==> src/rtl/updown_counter_ctrl.sv <==
// Control unit for the up/down counter: turns debounced button levels into
// run/stop, clear and direction commands, and prescales the count-enable tick.
module updown_counter_ctrl #(
   parameter int unsigned TICK_DIV = 10_000_000
) (
   input  logic       clk,
   input  logic       reset,
   input  logic       btn_run_stop,
   input  logic       btn_clear,
   input  logic       btn_mode,
   output logic       o_tick,
   output logic       o_mode,
   output logic       o_clear,
   output logic [1:0] o_state
);

   localparam int unsigned CNT_W = (TICK_DIV > 1) ? $clog2(TICK_DIV) : 1;
   localparam logic [CNT_W-1:0] CNT_MAX = CNT_W'(TICK_DIV - 1);

   typedef enum logic [1:0] {
      ST_STOP  = 2'd0,
      ST_RUN   = 2'd1,
      ST_CLEAR = 2'd2
   } state_t;

   state_t           r_state;
   logic             r_mode;
   logic [CNT_W-1:0] r_div_cnt;
   logic             r_prev_run;
   logic             r_prev_clr;
   logic             r_prev_mode;

   logic w_ev_run;
   logic w_ev_clr;
   logic w_ev_mode;
   logic w_div_wrap;

   // Rising-edge detection on the debounced levels
   assign w_ev_run   = btn_run_stop & ~r_prev_run;
   assign w_ev_clr   = btn_clear    & ~r_prev_clr;
   assign w_ev_mode  = btn_mode     & ~r_prev_mode;
   assign w_div_wrap = (r_div_cnt == CNT_MAX);

   always_ff @(posedge clk) begin
      if (reset) begin
         r_state     <= ST_STOP;
         r_mode      <= 1'b0;
         r_div_cnt   <= '0;
         r_prev_run  <= 1'b0;
         r_prev_clr  <= 1'b0;
         r_prev_mode <= 1'b0;
      end else begin
         r_prev_run  <= btn_run_stop;
         r_prev_clr  <= btn_clear;
         r_prev_mode <= btn_mode;

         // Direction toggles independently of the run/clear sequencing
         if (w_ev_mode) begin
            r_mode <= ~r_mode;
         end

         case (r_state)
            ST_STOP: begin
               if (w_ev_clr) begin
                  r_state <= ST_CLEAR;
               end else if (w_ev_run) begin
                  r_state <= ST_RUN;
               end
            end
            ST_RUN: begin
               r_div_cnt <= w_div_wrap ? '0 : r_div_cnt + CNT_W'(1);
               if (w_ev_clr) begin
                  r_state <= ST_CLEAR;
               end else if (w_ev_run) begin
                  r_state <= ST_STOP;
               end
            end
            ST_CLEAR: begin
               r_state   <= ST_STOP;
               r_div_cnt <= '0;
            end
            default: begin
               r_state   <= ST_STOP;
               r_div_cnt <= '0;
            end
         endcase
      end
   end

   assign o_tick  = (r_state == ST_RUN) && w_div_wrap;
   assign o_clear = (r_state == ST_CLEAR);
   assign o_mode  = r_mode;
   assign o_state = r_state;

endmodule

==> config.mk <==
export PLATFORM = sky130hd
export DESIGN_NAME = updown_counter_ctrl
export DESIGN_NICKNAME = d
export VERILOG_FILES = /design/src/rtl/updown_counter_ctrl.sv
export SDC_FILE = /design/constraint.sdc
export NUM_CORES = 1
export LEC_CHECK = 0
export BUFFER_PORTS_ARGS = -buffer_cell sky130_fd_sc_hd__clkbuf_2
export CAP_MARGIN = 20
export CORE_MARGIN = 1.5
export CORE_UTILIZATION = 45
export DETAILED_ROUTE_END_ITERATION = 8
export HOLD_SLACK_MARGIN = 0.08
export PLACE_DENSITY = 0.61
export SYNTH_ARGS = -nofsm -noshare
export SYNTH_HDL_FRONTEND = slang
export SYNTH_SLANG_ARGS = --single-unit
export TNS_END_PERCENT = 20
==> constraint.sdc <==
create_clock -name clk -period 2.7 [get_ports clk]
set_clock_uncertainty 0.05 [all_clocks]
set_input_delay 0.81 -clock clk [delete_from_list [all_inputs] [get_ports clk]]
set_output_delay 0.81 -clock clk [all_outputs]
set_load 0.005 [all_outputs]
* Yosys cells after proc, flatten, opt, wreduce, memory -nomap -nowiden *
Index checks and enable logic that the tools add are counted.
Widths: inputs -> output; s select.

operators by class
  add/subtract/negate cells = 1
  $mul = 0
  divide/modulo/power cells = 0
  order comparisons = 0
  equal/unequal tests = 5
  shift operators = 0
  muxes and demuxes = 7
  bitwise gates (word level) = 7
  reductions and logical operators = 3

operators with widths
  kind                   number
  $pmux 24 s2            1
  $add 24x1->24 const B  1
  $eq 24x24->1 const B   1
  $mux 24                1
  $mux 2                 4
  $ne 3x3->1 const B     2
  $not 1->1              4
  $pmux 2 s2             1
  $and 1x1->1            3
  $eq 2x1->1 const B     1
  $eq 2x2->1 const B     1
  $logic_not 2->1        1
  $reduce_and 2->1       1
  $logic_and 1x1->1      1

storage, ports and cells
  register bits after elaboration = 30
  bits in latches = 0
  RAM bits = 0
  bits in read-only memories = 0
  logic and storage cells = 29
  memories kept = 0

* Longest topological paths before layout *
Gate-level depths: netlist of run 1.

  depth in word-level cells = 5
  depth in mapped cells = 7
  mapped depth without buffers = 6

* Least setup slack after synthesis of run 1 *
No wires, ideal clock.

  path type = flip-flop to output port
  from = reg r_div_cnt[0]
  to = out o_tick
  arrival time = 1.455 ns
  slack = 0.385 ns
  cell stages (with the launch flop) = 6
  path buffers = 0
  path through = dfxtp_1 ha_1 nand2_1 or3_1 nor3_2 and3b_1

between the ends
  cells in the longest elaborated chain, start to end = 2

ends and longest elaborated chain
  element                 line  source
  start, declared         28    logic [CNT_W-1:0] r_div_cnt;
  start signal, assigned  71    r_div_cnt <= w_div_wrap ? '0 : r_div_cnt + CNT_W'(1);
  $eq 24x24->1            42    assign w_div_wrap = (r_div_cnt == CNT_MAX);
  $logic_and 1x1->1       90    assign o_tick = (r_state == ST_RUN) && w_div_wrap;
  end, declared           11    output logic o_tick,

No other way between the ends.

* Final worst setup path of run 1 *
  from = reg r_div_cnt[1]
  to = out o_tick

The elaborated chain is that of the path after synthesis.

==> results by group, run 1 <==
Clock network
  – TritonCTS buffer count: 5
  – H-Tree Depth: 2
  – Cts hold-fix bufs: 0
  – Sink Count: 30
  – Clk root buf: clkbuf_8
  – Bufs on Longest Clock Path: 2
  – TritonCTS clock tree: done
  – Worst-path clk slew: roughly 0.06 ns
  – Worst skew pair latency: 0.29 ns

Yosys
  – Largest family of logic cells by synthesized area: simple AND/OR/NAND/NOR gates
  – Post-Syn Nets: between 200 and 250
  – Syn Std Cell Area: approximately 0.0017 mm2
  – Mapped Cells: 203
  – Post-synth top flop: dfxtp_1
  – Synth Area in Compound Gates: 12.9%
  – Count of cell types in the netlist: 48
  – Simple-gate portion of the synthesized area: a little under half
  – Post-synthesis sequential area ratio: 34.9%
  – Post-synthesis adder-cell area fraction: less than 1%
  – Post-synth EDFFs: 0
  – Async SR Flop Fraction: 0%
  – Post-synthesis mux area share: 0%
  – Post-Synth XOR/XNOR Area: under 10%
  – Yosys reg bits: 30
  – Yosys warns: 0
  – Mean Syn Cell Area: roughly 8.5 um2

Place
  – DP Cell Count: between 200 and 300
  – Gp weighted congestion: about 0.8
  – Dpl ws: ~0.23 ns
  – IO buf count: 9
  – Post-DP HPWL: 2.73 mm

Final layout
  – Post-layout util: around 54%
  – # diodes: 0
  – Nets: 222
  – Area Overhead vs Synth: 15.0%
  – Layout cells sized above 1: a little under a quarter
  – Commonest cells after routing, fill and taps aside: nand2_1, dfxtp_1, nand3_1
  – Non-filler cells, final: between 200 and 300

Hold path
  – Hold Path Class: reg -> reg
  – Hold Path Depth: 2

Global route
  – Antenna violations before repair: 0
  – Overall routing resource usage: between 20% and 30%
  – Global-route wire length before repair: just under 7 mm
  – Via count of the first global-routing pass: around 1400
  – Global route overflow: 0
  – Pin count of the biggest net entering global routing: 25

Power and ir drop
  – PwrDens: around 450 mW/mm2
  – Total power: between 0.8 and 0.9 mW
  – Peak VDD IR: between 0.2 and 0.3 mV
  – Leakage power: between 0.7 and 0.8 nW

Worst setup path
  – WP buf/inv: 1
  – FF-to-FF path depth: 8
  – Critical Path AT: between 1.5 and 2 ns
  – CP top delay family: simple AND/OR/NAND/NOR gates
  – Worst stage delay on the critical path: approximately 0.4 ns
  – CP cell instances: ha_4, nand2_2, or3_4, nor3_4, and3b_1, buf_2
  – Worst Setup End Kind: output pin
  – Stages on worst setup path: 6
  – Crit path required time: approximately 1.8 ns
  – CP Class: reg -> out
  – CP max-delay cell: or3_4
  – CP max FO: 4
  – Crit path launch type: register

Drt
  – Pre-antenna DRT Iters: 4
  – WL/cell: roughly 16 um
  – Drt drc: 0
  – Total number of vias: roughly 1600
  – Number of vias per cell: 5.92
  – DR iter-0 viols: 77
  – Routed WL: 4.19 mm
  – Antenna viol nets, final: 0

Timing
  – Worst Tran Pin Value: a little under 1 ns
  – Relative slew slack: 34.7%
  – Final setup vio count: 0
  – Tcrit/Tclk final: between 90% and 100%
  – Worst setup margin: roughly 0.023 ns
  – Hold Slack: approximately 0.47 ns
  – RSZ-0062 raised after global routing: true
  – Fin. max-slew vios: 0
  – Hold Fails Final Rpt: 0
  – Post-layout minimum cycle time: 2.68 ns
  – Fmax: 374 MHz

Floorplanning
  – Initial Util: 47.1%
  – Die W: roughly 65 um
  – Top Ports: 10
  – Core footprint: 0.00366 mm2
  – Cell Rows: 22
  – Die Height: 64.9 um
  – Die Footprint: 0.00421 mm2

Outcome
  – Status: completed

Run
  – Max-cap violations: 0
-- report_power, final --
group	leakage, nW	internal, mW	switching (mW)
logic	0.420	0.0232	0.0351
clock network	0.0482	0.205	0.173
registers	0.248	0.448	0.00801
-- timing repair --
item / in CTS / in global routing
resized for setup: 5 / 13
cloned: 0 / 0
setup buffers: 0 / 6
endpoints found under the setup margin: 1 / 1
pin swaps: 0 / 3
-- final timing paths --
kind                     start            end  slack, ns
hold reg to reg   r_div_cnt[1]   r_div_cnt[1]       0.47
hold / removal    r_div_cnt[1]   r_div_cnt[1]       0.47
setup / recovery  r_div_cnt[1]         o_tick       0.02
setup reg to reg  r_div_cnt[0]  r_div_cnt[14]       0.56
-- layer usage --
metal  vias up  part of all wire, %  wire length (um)  global-route usage [%]
li1        784                    -                 -                       -
met1       743                   46              1920                    27.3
met2        35                   48              1990                    33.4
met3         7                  4.7               198                    5.38
met4         0                  1.9                78                    10.1
met5         -                    0                 0                       0
-- registers in the layout (all words and copies together), names as in the netlist --
name / cells
r_div_cnt: 24
r_prev_clr: 1
o_mode: 1
r_prev_mode: 1
r_prev_run: 1
o_state: 2
-- synth_stat cells, types with 4 or more instances --
| cell type | count | area [um2] |
|---|---|---|
| or3_1 | 4 | 25.0 |
| nand4_1 | 7 | 43.8 |
| nor2_1 | 11 | 41.3 |
| nand3b_1 | 8 | 60.1 |
| a21boi_0 | 4 | 30.0 |
| dfxtp_1 | 30 | 601 |
| o21ai_0 | 7 | 35.0 |
| a21oi_1 | 5 | 25.0 |
| nand4b_1 | 4 | 35.0 |
| nand3_1 | 16 | 80.1 |
| nor2b_1 | 7 | 43.8 |
| clkbuf_1 | 9 | 33.8 |
| or4_1 | 6 | 45.0 |
| nand2_1 | 22 | 82.6 |
| nor3_1 | 8 | 40.0 |
-- worst reg2reg max path, cell delays in order, from the launching register on --
cell	delay, ns
dfxtp_4	0.36
ha_4	0.17
nand2_2	0.07
buf_4	0.10
buf_4	0.13
nor4_2	0.06
a21boi_1	0.74
a21oi_1	0.18
nor3_1	0.21
-- layout make-up --
class	instances	area (um2)
Fill cell	340	1680
Multi-Input combinational cell	160	1090
Sequential cell	30	617
Timing Repair Buffer	19	120
Clock buffer	7	86.3
Tap cell	48	60.1
Clock inverter	1	5.00
-- per-stage QoR --
stage | TNS [ns] | instance area [um2]
3_3_place_gp | 0 | 1800
2_1_floorplan | 0 | 1720
6_report | 0 | 1980
5_1_grt | -0.0533 | 1980
3_5_place_dp | 0 | 1800
4_1_cts | 0 | 1900
-- logic make-up after synthesis --
group | Yosys count
flops | 30
xor+xnor | 5
compound gates | 32
simple gates | 122
fa+ha+maj | 1
buf+inv | 13
(Power assumes the default switching activity.)
==> run 2: changes to the inputs <==
==> constraint.sdc (replaced) <==
create_clock -name clk -period 2.7 [get_ports clk]
set_clock_uncertainty 0.05 [all_clocks]
set_input_delay 0.27 -clock clk [delete_from_list [all_inputs] [get_ports clk]]
set_output_delay 0.27 -clock clk [all_outputs]
set_load 0.005 [all_outputs]
==> run 2 against run 1 <==
  * First-iteration DRC count shrank 10%
  * Clock-buffer cell count is the same
  * Routed wire length shrank 2.7%
  * Design area shrank 6.3%
  * Sequential power is essentially flat
==> results by group, run 2 (synthesis results as in run 1) <==
Floorplanning
  – Top Ports: 10 (unchanged)
  – Die Footprint: 0.00421 mm2 (unchanged)
  – Core footprint: 0.00366 mm2 (unchanged)
  – Cell Rows: 22 (unchanged)
  – Initial Util: 47.1% (unchanged)
  – Die W: 64.9 um (unchanged)
  – Die Height: 64.9 um (unchanged)

Worst setup path
  – Slack of the worst reg-to-reg path: 0.51 ns (-0.05 ns)
  – R2r startpoint: r_div_cnt[0]
  – WP buf/inv: 1 (unchanged)
  – Worst Setup End Kind: output pin
  – Crit path required time: 2.38 ns (+0.54 ns)
  – Critical Path AT: 2.13 ns (+0.31 ns)
  – CP max FO: 6 (+2)
  – Worst stage delay on the critical path: 0.43 ns (+0.02 ns)
  – Crit path launch type: register
  – CP top delay family: simple AND/OR/NAND/NOR gates
  – CP cell instances: ha_1, nand2_1, or3_1, nor3_2, and3b_1, clkbuf_2
  – CP Class: reg -> out
  – FF-to-FF path depth: 6 (-2)
  – Reg2reg end: r_div_cnt[16]
  – CP max-delay cell: or3_1

Timing
  – Worst setup margin: 0.254 ns (+0.232 ns)
  – Worst Tran Pin Value: 1.04 ns (+0.0626 ns)
  – Hold Fails Final Rpt: 0 (unchanged)
  – Fmax: 409 MHz (+9.5%)
  – Hold Slack: 0.158 ns (-0.308 ns)
  – Setup TNS: 0 ns (unchanged)
  – Post-layout minimum cycle time: 2.45 ns (-0.232 ns)
  – Fin. max-slew vios: 0 (unchanged)
  – Relative slew slack: 30.5% (-4.2 points)
  – RSZ-0062 raised after global routing: false
  – Final setup vio count: 0 (unchanged)
  – Tcrit/Tclk final: 90.6% (-8.6 points)

Place
  – Dpl ws: 0.551 ns (+0.324 ns)
  – Post-DP HPWL: 2.70 mm (-1.1%)
  – Gp weighted congestion: 0.874 (+6.8%)
  – IO buf count: 9 (unchanged)
  – Cell area after placement: 0.00178 mm2 (-0.84%)
  – DP Cell Count: 249 (-0.80%)

Global route
  – Global-route wire length before repair: 6.99 mm (+2.3%)
  – Antenna violations before repair: 0 (unchanged)
  – Global route overflow: 0 (unchanged)
  – Overall routing resource usage: 21.9% (+0.56 points)
  – Pin count of the biggest net entering global routing: 34 (+36%)
  – Via count of the first global-routing pass: 1451 (+2.2%)

Clock network
  – Bufs on Longest Clock Path: 2 (unchanged)
  – TritonCTS buffer count: 5 (unchanged)
  – Post CTS Setup Buffer Count: 0 (unchanged)
  – TritonCTS clock tree: done
  – PostCTS Resize Cnt: 0 (-5)
  – Worst-path clk slew: 0.06 ns (about the same)
  – H-Tree Depth: 2 (unchanged)
  – Clk root buf: clkbuf_8
  – Cts hold-fix bufs: 0 (unchanged)
  – Worst skew pair latency: 0.29 ns (about the same)
  – Sink Count: 30 (unchanged)

Final layout
  – Commonest non-fill, non-tap cell in the layout: dfxtp_1
  – Area Overhead vs Synth: 7.77%
  – Largest register FFs: 24 (unchanged)
  – # diodes: 0 (unchanged)
  – Non-filler cells, final: 256 (-3.4%)
  – Layout cells sized above 1: 13.5% (-10 points)
  – FILL cells: 368 (+8.2%)
  – Nets: 214 (-3.6%)
  – Final instance area: 0.00186 mm2 (-6.3%)
  – Most flops, register: r_div_cnt
  – Post-layout util: 50.7% (-3.4 points)
  – Commonest cells after routing, fill and taps aside: dfxtp_1, nand2_1, nand3_1

Power and ir drop
  – Peak VDD IR: 0.257 mV (-13%)
  – PwrDens: 459 mW/mm2 (+1.7%)
  – Total power: 0.851 mW (-4.6%)
  – Leakage power: 0.644 nW (-10%)

Run
  – Max-cap violations: 0 (unchanged)

Drt
  – WL/cell: 15.9 um (+0.72%)
  – Antenna viol nets, final: 0 (unchanged)
  – DR iter-0 viols: 69 (-10%)
  – Number of vias per cell: 6.13 (+3.5%)
  – Routed WL: 4.08 mm (-2.7%)
  – Total number of vias: 1569 (unchanged)
  – Drt drc: 0 (unchanged)
  – Pre-antenna DRT Iters: 4 (unchanged)

Outcome
  – Status: completed

Hold path
  – Hold Crit Endpoint: r_prev_mode
  – Hold Path Class: in -> reg
  – Hold_sp: btn_mode
  – Hold Path Depth: 2 (unchanged)
## run 2: report_power, final
part | switching, mW | leakage [nW] | internal, mW
Combinational | 0.0366 | 0.362 | 0.0218
Clock | 0.161 | 0.0383 | 0.177
Sequential | 0.00502 | 0.243 | 0.450
## run 2: area by class of cell
class                   count  area [um2]  share of cell area, %
clock buffers               7        76.3                   4.11
flip-flops and latches     30         601                   32.3
multi-input cells         160        1060                   57.1
repair buffers             11        60.1                   3.23
well taps                  48        60.1                   3.23
## run 2: worst max path at each step
stage	start	to	slack [ns]	cells past startpoint
final	r_div_cnt[0]	o_tick	0.25	6
after CTS	r_div_cnt[0]	o_tick	0.26	6
after global placement	r_div_cnt[15]	r_div_cnt[7]	0.60	4
after global routing	r_div_cnt[0]	o_tick	0.15	6
after floorplan	r_div_cnt[0]	r_div_cnt[10]	0.84	6
after detailed placement	r_div_cnt[0]	r_div_cnt[16]	0.55	6
## run 2: per-layer routing
layer  global-route usage, %  wire length [um]  share of wire (%)
met1                    29.6              1950                 48
met2                    32.6              1830                 45
met3                    4.69               211                5.2
met4                    11.2                83                2.0
met5                       0                 0                  0
==> run 3: changes to the inputs <==
--- a/config.mk
+++ b/config.mk
@@ -11,7 +11,7 @@
 export CORE_UTILIZATION = 45
 export DETAILED_ROUTE_END_ITERATION = 8
 export HOLD_SLACK_MARGIN = 0.08
-export PLACE_DENSITY = 0.61
+export PLACE_DENSITY = 0.68
 export SYNTH_ARGS = -nofsm -noshare
 export SYNTH_HDL_FRONTEND = slang
 export SYNTH_SLANG_ARGS = --single-unit
==> run 3 against run 2 <==
  * Core utilization rose by 2.0 points
  * Flip-flop and latch count did not move
  * First-iteration DRC count rose by 32%
  * Sequential share of layout area fell by 1.2 points
  * Non-clock buffer count rose by 1
  * Design area rose by 4.0%
  * Highest routed layer unchanged
  * Cell count rose by 0.78%
  * Clock-buffer cell count fell by 1
  * Clock power rose by 68%
  * Global-route usage fell by 0.35 points
  * Largest cell class unchanged
  * Total power rose by 27%
  * Die area did not move
==> results by group, run 3 (synthesis results as in run 1) <==
Outcome
  – Status: completed

Floorplanning
  – Die Footprint: 0.00421 mm2 (unchanged)
  – Die Height: 64.9 um (unchanged)
  – Cell Rows: 22 (unchanged)
  – Core footprint: 0.00366 mm2 (unchanged)
  – Top Ports: 10 (unchanged)
  – Initial Util: 47.1% (unchanged)
  – Die W: 64.9 um (unchanged)

Timing
  – Post-layout minimum cycle time: 2.37 ns (-0.0785 ns)
  – RSZ-0062 raised after global routing: false
  – Worst Tran Pin Value: 0.948 ns (-0.0912 ns)
  – Fin. max-slew vios: 0 (unchanged)
  – Final setup vio count: 0 (unchanged)
  – Hold Fails Final Rpt: 0 (unchanged)
  – Fmax: 422 MHz (+3.3%)
  – Relative slew slack: 36.6% (+6.1 points)
  – Worst setup margin: 0.333 ns (+0.0785 ns)
  – Setup TNS: 0 ns (unchanged)
  – Tcrit/Tclk final: 87.7% (-2.9 points)

Worst setup path
  – WP buf/inv: 1 (unchanged)
  – R2r startpoint: r_div_cnt[0]
  – Worst stage delay on the critical path: 0.43 ns (about the same)
  – Crit path required time: 2.38 ns (about the same)
  – CP max-delay cell: or3_1
  – Worst Setup End Kind: output pin
  – CP Class: reg -> out
  – Crit path launch type: register
  – Critical Path Source: r_div_cnt[0]
  – CP cell instances: ha_1, nand2_1, or3_1, nor3_2, and3b_1, clkbuf_2
  – CP max FO: 6 (unchanged)
  – Critical Path AT: 2.05 ns (-0.08 ns)
  – CP top delay family: simple AND/OR/NAND/NOR gates

Global route
  – Via count of the first global-routing pass: 1438 (-0.90%)
  – Overall routing resource usage: 21.5% (-0.35 points)
  – Global-route wire length before repair: 6.88 mm (-1.6%)
  – Pin count of the biggest net entering global routing: 36 (+5.9%)
  – Antenna violations before repair: 0 (unchanged)
  – Global route overflow: 0 (unchanged)

Place
  – Dpl ws: 0.564 ns (+0.0134 ns)
  – Post-DP HPWL: 2.57 mm (-4.8%)
  – Gp weighted congestion: 0.796 (-9.0%)
  – Cell area after placement: 0.00179 mm2 (+0.42%)
  – IO buf count: 9 (unchanged)

Final layout
  – FILL cells: 364 (-1.1%)
  – Post-layout util: 52.7% (+2.0 points)
  – # diodes: 0 (unchanged)
  – Largest register FFs: 24 (unchanged)
  – Layout cells sized above 1: 15.2% (+1.8 points)
  – Multi-input logic area: 0.00106 mm2 (unchanged)
  – Commonest cells after routing, fill and taps aside: dfxtp_1, nand2_1, nand3_1
  – Nets: 215 (+0.47%)
  – Final instance area: 0.00193 mm2 (+4.0%)
  – Commonest non-fill, non-tap cell in the layout: dfxtp_1
  – Area Overhead vs Synth: 12.1%
  – Most flops, register: r_div_cnt
  – Reg area: 601 um2 (unchanged)

Drt
  – Drt drc: 0 (unchanged)
  – Routed WL: 3.91 mm (-4.2%)
  – Pre-antenna DRT Iters: 4 (unchanged)
  – Number of vias per cell: 6.02 (-1.7%)
  – DR iter-0 viols: 91 (+32%)
  – Total number of vias: 1554 (-0.96%)
  – Antenna viol nets, final: 0 (unchanged)
  – WL/cell: 15.1 um (-5.0%)

Clock network
  – Worst skew pair latency: 0.29 ns (about the same)
  – Sink Count: 30 (unchanged)
  – Cts hold-fix bufs: 0 (unchanged)
  – Post CTS Setup Buffer Count: 0 (unchanged)
  – TritonCTS clock tree: done
  – TritonCTS buffer count: 5 (unchanged)
  – Clk root buf: clkbuf_8
  – H-Tree Depth: 2 (unchanged)
  – Bufs on Longest Clock Path: 2 (unchanged)
  – PostCTS Resize Cnt: 0 (unchanged)
  – Worst-path clk slew: 0.07 ns (about the same)

Power and ir drop
  – Total power: 1.08 mW (+27%)
  – Clock power frac: 52.6% (+13 points)
  – Leakage power: 0.682 nW (+6.0%)
  – Combinational Power Share: 5.4% (-1.5 points)
  – Pint: 0.865 mW (+33%)
  – PwrDens: 560 mW/mm2 (+22%)
  – Peak VDD IR: 0.346 mV (+35%)
  – Reg power frac: 42.0% (-11 points)
  – Switching power total: 0.217 mW (+7.0%)
  – Sw frac: 20.1% (-3.8 points)

Hold path
  – Hold_sp: btn_clear
  – Hold Path Class: in -> reg

Run
  – Max-cap violations: 0 (unchanged)
run 3: per-stage QoR:
stage / hold WS (ns) / std cells
after global routing: 0.159 / 258
final: 0.152 / 258
after detailed placement: 0.450 / 250
after CTS: 0.149 / 258
after floorplan: 0.292 / 203
after global placement: 0.446 / 250
run 3: power by group through the flow:
| stage | combinational, mW | sequential (mW) | clock, mW |
|---|---|---|---|
| 5_1_grt | 0.0653 | 0.455 | 0.601 |
| 3_3_place_gp | 0.0592 | 0.464 | 0 |
| 4_1_cts | 0.0587 | 0.454 | 0.581 |
| 2_1_floorplan | 0.0413 | 0.463 | 0 |
| 3_5_place_dp | 0.0585 | 0.464 | 0 |
| 6_report | 0.0588 | 0.454 | 0.569 |
run 3: worst register-to-register path: stages, from the launching register on:
cell,delay [ns]
dfxtp_1,0.41
ha_1,0.22
nand2_1,0.17
or3_1,0.43
o31ai_2,0.47
nor4b_1,0.10
a31o_1,0.19
run 3: area by class of cell:
class	instances	area share [%]
multi-input combinational	160	54.9
clock buffer	6	4.28
timing repair buffer	12	3.50
clock inverter	2	3.11
sequential	30	31.1
tap	48	3.11
run 3: routing by layer:
layer / routed length [um] / share of wire (%) / vias to the layer above / track usage (%)
li1: - / - / 775 / -
met1: 1900 / 49 / 732 / 28.1
met2: 1740 / 45 / 41 / 33.2
met3: 190 / 4.9 / 6 / 4.86
met4: 72 / 1.8 / 0 / 10.6
met5: 0 / 0 / - / 0
run 3: path summary, 6_finish.rpt:
check | endpoint | slack (ns) | cells after the start
worst max register to register | r_div_cnt[10] | 0.54 | 6
worst min register to register | r_div_cnt[6] | 0.47 | 2
worst min-delay path | r_prev_clr | 0.15 | 2
worst max-delay path | o_tick | 0.33 | 6
